File: config.mk
export PLATFORM = sky130hd
export DESIGN_NAME = input_port
export DESIGN_NICKNAME = d
export VERILOG_FILES = /design/src/rtl/io_pkg.sv /design/src/rtl/input_port_debounce_bit.sv /design/src/rtl/input_port.sv
export SDC_FILE = /design/constraint.sdc
export NUM_CORES = 1
export LEC_CHECK = 0
export ABC_CLOCK_PERIOD_IN_PS = 4190
export CAP_MARGIN = 20
export CORE_ASPECT_RATIO = 1.4
export CORE_MARGIN = 3
export CORE_UTILIZATION = 40
export CTS_BUF_LIST = sky130_fd_sc_hd__clkbuf_8 sky130_fd_sc_hd__clkbuf_16
export DETAILED_ROUTE_END_ITERATION = 16
export PLACE_DENSITY_LB_ADDON = 0.1
export SLEW_MARGIN = 10
export SYNTH_ARGS = -nofsm -noshare
export SYNTH_HDL_FRONTEND = slang
export SYNTH_SLANG_ARGS = --single-unit
File: constraint.sdc
create_clock -name i_clk -period 4.19 [get_ports i_clk]
set_input_delay 0.6285 -clock i_clk [delete_from_list [all_inputs] [get_ports i_clk]]
set_output_delay 0.6285 -clock i_clk [all_outputs]
set_load 0.02 [all_outputs]
File: src/rtl/io_pkg.sv
// Shared constants for the core I/O blocks: core bus width and reference clock rate.
package io_pkg;
    localparam int DATA_WIDTH = 16;
    localparam int CLK_HZ     = 16_000_000;

    // Cycles in a given number of milliseconds at CLK_HZ.
    function automatic int ms_to_cycles(input int ms);
        return (CLK_HZ / 1000) * ms;
    endfunction
endpackage

File: src/rtl/input_port_debounce_bit.sv
// One pin: 2-flop synchroniser, then a counter that accepts a new level after DEBOUNCE_CYCLES edges.
// Level latency is 2 + DEBOUNCE_CYCLES edges. o_rise is a registered pulse in the same cycle as the new level.
module debounce_bit #(
    parameter int DEBOUNCE_CYCLES = 160_000
) (
    input  logic i_clk,
    input  logic i_rst,
    input  logic i_pin,
    output logic o_level,
    output logic o_rise
);
    localparam int CW = (DEBOUNCE_CYCLES > 2) ? $clog2(DEBOUNCE_CYCLES) : 1;
    localparam logic [CW-1:0] CNT_LAST = CW'(DEBOUNCE_CYCLES - 1);

    logic          s0_q;
    logic          s1_q;
    logic          stable_q;
    logic          stable_d;
    logic          rise_q;
    logic          rise_d;
    logic [CW-1:0] cnt_q;
    logic [CW-1:0] cnt_d;

    // The counter only runs while the synchronised pin disagrees with the accepted level.
    always_comb begin
        stable_d = stable_q;
        cnt_d    = '0;
        if (s1_q != stable_q) begin
            if (cnt_q == CNT_LAST) begin
                stable_d = s1_q;
            end else begin
                cnt_d = cnt_q + CW'(1);
            end
        end
        rise_d = stable_d & ~stable_q;
    end

    always_ff @(posedge i_clk or posedge i_rst) begin
        if (i_rst) begin
            s0_q     <= 1'b0;
            s1_q     <= 1'b0;
            stable_q <= 1'b0;
            cnt_q    <= '0;
            rise_q   <= 1'b0;
        end else begin
            s0_q     <= i_pin;
            s1_q     <= s0_q;
            stable_q <= stable_d;
            cnt_q    <= cnt_d;
            rise_q   <= rise_d;
        end
    end

    assign o_level = stable_q;
    assign o_rise  = rise_q;
endmodule

File: src/rtl/input_port.sv
// Debounced input pins with sticky rising-edge flags, read by the core as one 16-bit word.
// Read clears pending on the sampling edge; an edge accepted on that same edge survives the clear.
module input_port
    import io_pkg::*;
#(
    parameter int WIDTH           = 3,
    parameter int DEBOUNCE_CYCLES = 160_000
) (
    input  logic                  i_clk,
    input  logic                  i_rst,
    input  logic [WIDTH-1:0]      i_pins,
    input  logic                  i_rd,
    output logic [DATA_WIDTH-1:0] o_data,
    output logic [WIDTH-1:0]      o_level,
    output logic [WIDTH-1:0]      o_rise,
    output logic                  o_pending
);
    logic [WIDTH-1:0] level;
    logic [WIDTH-1:0] rise;
    logic [WIDTH-1:0] pending_q;
    logic [WIDTH-1:0] pending_d;
    logic [WIDTH-1:0] pending;

    for (genvar g = 0; g < WIDTH; g++) begin : g_bit
        debounce_bit #(
            .DEBOUNCE_CYCLES(DEBOUNCE_CYCLES)
        ) u_debounce (
            .i_clk  (i_clk),
            .i_rst  (i_rst),
            .i_pin  (i_pins[g]),
            .o_level(level[g]),
            .o_rise (rise[g])
        );
    end

    // The registered rise pulse coincides with the new level, so folding it in here makes
    // the pending flag visible in that same cycle; pending_q then holds it afterwards.
    assign pending   = pending_q | rise;
    assign pending_d = i_rd ? '0 : pending;

    always_ff @(posedge i_clk or posedge i_rst) begin
        if (i_rst) begin
            pending_q <= '0;
        end else begin
            pending_q <= pending_d;
        end
    end

    always_comb begin
        o_data              = '0;
        o_data[2*WIDTH-1:0] = {pending, level};
    end

    assign o_level   = level;
    assign o_rise    = rise;
    assign o_pending = |pending;
endmodule

* After elaboration in Yosys (flattened, before gate mapping)
Cells that the tools add are included.
** Word-level totals
- Bits in registers :: 69
- Word-level logic and storage cells :: 46
- Output and inout bits :: 23
** Operators by class
- Reductions and logical operators :: 1
- Bitwise logic cells :: 7
- Equality and inequality tests :: 6
- Multiplexer cells :: 13
- Add/subtract/negate cells :: 3
** Operators by type and width (number)
- $mux W18 :: 6
- $add A18 B1 Y18 const B :: 3
- $eq A18 B18 Y1 const B :: 3
- $mux W1 :: 6
- $and A1 B1 Y1 :: 3
- $mux W3 :: 1
- $ne A1 B1 Y1 :: 3
- $not A1 Y1 :: 3
- $or A3 B3 Y3 :: 1
- $reduce_or A3 Y1 :: 1

* Depth between registers and ports, before layout
- Depth after elaboration :: 4
- Depth in mapped cells :: 7

* By module
A second synthesis with hierarchy kept.
** Second synthesis, totals
- Cell total of the unflattened synthesis :: 337
- Area total of the unflattened synthesis :: 3409.5 um2
** Modules (own cells, without submodules)
- debounce_bit :: seq. area each 550.5 um2, instances 3, cells each 103, area each 1061.0 um2
- input_port :: seq. area each 75.1 um2, instances 1, cells each 28, area each 226.5 um2

* Worst setup path before layout
OpenSTA, ideal clock, no wires.
- Path kind :: register to register
- Start :: register g_bit[2].u_debounce.cnt_q[0]
- End :: register g_bit[2].u_debounce.cnt_q[10]
- Setup time :: 0.119 ns
- Buffers on the path :: 1
- Data required time :: 4.071 ns
- Clock period less this slack :: 1.643 ns
- Path slack :: 2.547 ns
- Arrival time :: 1.524 ns
- Cell stages (with the launch flop) :: 7
- Path through :: dfrtp_1 > ha_1 > nand3_1 > or2_2 > o21ai_4 > buf_4 > nor2_1
** Between the ends
- Longest elaborated chain between the ends :: 3
- Elaborated cells on any way between the ends :: 4
- Classes of those cells :: 1 x add/sub; 1 x eq/ne; 2 x mux
** Ends and longest elaborated chain
- from (decl) :: line input_port_debounce_bit.sv:21 : logic [CW-1:0] cnt_q;
- from (signal assigned) :: line input_port_debounce_bit.sv:49 : cnt_q <= cnt_d;
- $add A18 B1 Y18 / $eq A18 B18 Y1 (equally long branches) :: line input_port_debounce_bit.sv:32, input_port_debounce_bit.sv:29
- $mux W18 (*) :: line input_port_debounce_bit.sv:29 : if (cnt_q == CNT_LAST) begin
- $mux W18 (*) :: line input_port_debounce_bit.sv:28 : if (s1_q != stable_q) begin
- net g_bit[2].u_debounce.cnt_d[10] :: line input_port_debounce_bit.sv:22 : logic [CW-1:0] cnt_d;
The timed path passes the listed nets; every way through them passes the cells marked *.

* Final worst setup path
- Start :: register g_bit[1].u_debounce.rise_q
- End :: output port o_pending
** Between the ends
- Longest elaborated chain between the ends :: 2
** Ends and longest elaborated chain
- from (decl) :: line input_port_debounce_bit.sv:19 : logic rise_q;
- from (signal assigned) :: line input_port_debounce_bit.sv:50 : rise_q <= rise_d;
- $or A3 B3 Y3 :: line input_port.sv:38 : assign pending = pending_q | rise;
- $reduce_or A3 Y1 :: line input_port.sv:56 : assign o_pending = |pending;
- to (decl) :: line input_port.sv:16 : output logic o_pending
Every way passes these cells.

==> results.json <==
{
  "status": "completed",
  "min_path_cells": 0,
  "grt_max_degree": 47,
  "grt_pass1_wl_mm": 10.7,
  "slew_violations": 0,
  "port_buffers": 18,
  "hp-start": "g_bit[2].u_debounce.s0_q",
  "area.growth.synth_to_final_pct": 15.5,
  "grt_pass1_vias": 2227,
  "period_needed_ns": 2.17,
  "reg2reg_from": "g_bit[2].u_debounce.cnt_q[3]",
  "finClkSkew_ns": 0.00366,
  "synth-seq-cells": 69,
  "wirelength_mm": 6.11,
  "clockBufferDepth": 2,
  "worst-path-buf-inv": 1,
  "startpoint_type": "flop",
  "path_clk_slew_ns": 0.06,
  "dpl.cell_count": 437,
  "worstPathMaxFanout": 3,
  "hold_ws_ns": 0.350,
  "cts_tree": "yes",
  "yosys.area.top_type": "dfrtp_1",
  "synth_flop_cell": "dfrtp_1",
  "slew_headroom": 0.541,
  "instances_no_fill": 454,
  "leakagePower_nw": 1.63,
  "placementRows": 39,
  "tns_ns": 0,
  "postRouteAntennaNets": 0,
  "dieArea_um2": 9580,
  "die_h_um": 115,
  "core_um2": 8200,
  "grt-ovfl-total": 0,
  "fillerInstances": 774,
  "critical_path_class": "reg2out",
  "maxCapViolCount": 0,
  "clock.fmax_mhz": 461,
  "hold_violations": 0,
  "start_util": 0.411,
  "ys_seq_area_frac": 0.512,
  "n_antenna_cell": 0,
  "dr.pass1.iters": 4,
  "syn_inst": 333,
  "crit_chain": "nor2_1, nand3_1, clkdlybuf4s50_1",
  "layout-drive-gt1-share": 0.0881,
  "crit_cells": 3,
  "ys.warnings.count": 0,
  "wl_per_cell_um": 13.5,
  "cts.sinks": 69,
  "globalplace.congestion": 0.726,
  "fin_crit_sh": 0.518,
  "cts_hold_buf": 0,
  "synthDistinctLibCells": 34,
  "pwr_density_cell_nw_per_um2": 410,
  "tightest_slew_ns": 0.688,
  "critPathArrivalTime_ns": 1.54,
  "r2r_slack_ns": 2.23,
  "timing.rr.end": "g_bit[2].u_debounce.cnt_q[3]",
  "vdd_drop_max_uv": 210,
  "drtIter0Drc": 78,
  "dr_total_vias": 2286,
  "h-tree-depth": 3,
  "required_ns": 3.56,
  "clk_latency_ns": 0.33,
  "slowest_delay_ns": 0.54,
  "synth.top_cells.by_count": "dfrtp_1 (69), nor2_1 (61), xnor2_1 (33)",
  "grt_usage": 0.143,
  "cts_buffers": 9,
  "cp_slowest_cell": "clkdlybuf4s50_1",
  "synth.area.top_cells": "dfrtp_1 (51%), xnor2_1 (8.6%), nor2_1 (6.8%)",
  "cts_setup_buffers": 0,
  "setup_viol": 0,
  "dp_hpwl_mm": 4.23,
  "place_area_um2": 3530,
  "cts-resized-gates": 0,
  "rr_worst_depth": 4,
  "rsz0062_at_grt": "false",
  "avgSynthCellArea_um2": 10.1,
  "crit_family": "buffers and inverters",
  "finalPower_mw": 1.60,
  "netlist_area_um2": 3370,
  "hp-class": "reg2reg",
  "synth_top_cell_area_share": 0.512,
  "final_area_um2": 3890,
  "die_w_um": 83.6,
  "grt_antenna_before_repair": 0,
  "yosysMostFrequentCell": "dfrtp_1",
  "cts_root_buf": "clkbuf_16",
  "synthArstFlopShare": 1.00,
  "viasPerCell": 5.04,
  "io-pin-count": 29,
  "critPathCaptureType": "output pin",
  "nets": 356,
  "synth-edff-count": 0,
  "hold_end": "g_bit[2].u_debounce.s1_q",
  "drcViolationCount": 0
}
-- metal layers --
layer | routed length (um) | track usage | share of wire | vias to the layer above
li1 | - | - | - | 1134
met1 | 2840 | 0.176 | 0.46 | 1111
met2 | 2940 | 0.225 | 0.48 | 27
met3 | 176 | 0.0396 | 0.029 | 14
met4 | 161 | 0.0805 | 0.026 | 0
met5 | 0 | 0 | 0 | -
-- per-stage QoR --
step / utilization / setup WS (ns)
after floorplan: - / 1.82
after global placement: 0.431 / 2.16
after detailed placement: 0.431 / 2.15
after CTS: 0.473 / 1.98
after global routing: 0.475 / 1.92
final: 0.475 / 2.02
-- cell usage in the layout (no fill, tap or decap), drive strengths merged, types with 11 or more instances in the layout --
master         instances
nor2                  61
nor4                  12
nand3                 23
clkdlybuf4s50         18
nor3                  11
nand4                 17
xnor2                 33
inv                   13
xor2                  13
dfrtp                 69
-- worst register-to-register path, cell delays in order, from the launching register on --
cell and delay (ns):
dfrtp_1 0.40, nand4_1 0.42, or2_2 0.48, o21ai_4 0.43, nor2_1 0.11
-- cell families after synthesis --
logic type,count (synthesis),share of synthesized area
AO/OA/AOI/OAI,12,0.0282
adder cells (fa/ha/maj),3,0.0111
other,1,0.00111
flip-flops,69,0.512
XOR/XNOR,46,0.119
multiplexers,4,0.0130
AND/OR/NAND/NOR,159,0.244
buffers and inverters,39,0.0709
-- final cells by class --
class                      count  area, um^2  area share
clock inverter                 7         115      0.0296
sequential                    69        1730       0.443
clock buffer                   9         225      0.0578
multi-input combinational    234        1440       0.370
inverter                      12        45.0      0.0116
tap                          102         128      0.0328
timing repair buffer          21         215      0.0553
-- sequential cells by signal, summed over array words and instances (netlist names) --
register,count
pending_q,3
g_bit.u_debounce.s0_q,3
g_bit.u_debounce.o_level,3
g_bit.u_debounce.s1_q,3
g_bit.u_debounce.o_rise,3
g_bit.u_debounce.cnt_q,54
-- how the worst max path moves through the flow --
stage	start	endpoint	slack, ns
2_1_floorplan	i_rst	g_bit[0].u_debounce.cnt_q[0]	1.82
3_3_place_gp	i_rst	g_bit[0].u_debounce.s1_q	2.16
3_5_place_dp	i_rst	g_bit[0].u_debounce.cnt_q[8]	2.15
4_1_cts	g_bit[1].u_debounce.o_rise	o_pending	1.98
5_1_grt	g_bit[1].u_debounce.o_rise	o_pending	1.92
6_report	g_bit[1].u_debounce.o_rise	o_pending	2.02
-- power breakdown --
part	internal, mW	switching (mW)
sequential	0.677	0.00940
combinational	0.0165	0.0369
clock	0.578	0.279
total	1.27	0.325
Note: power is estimated with default switching activity, not from simulation.
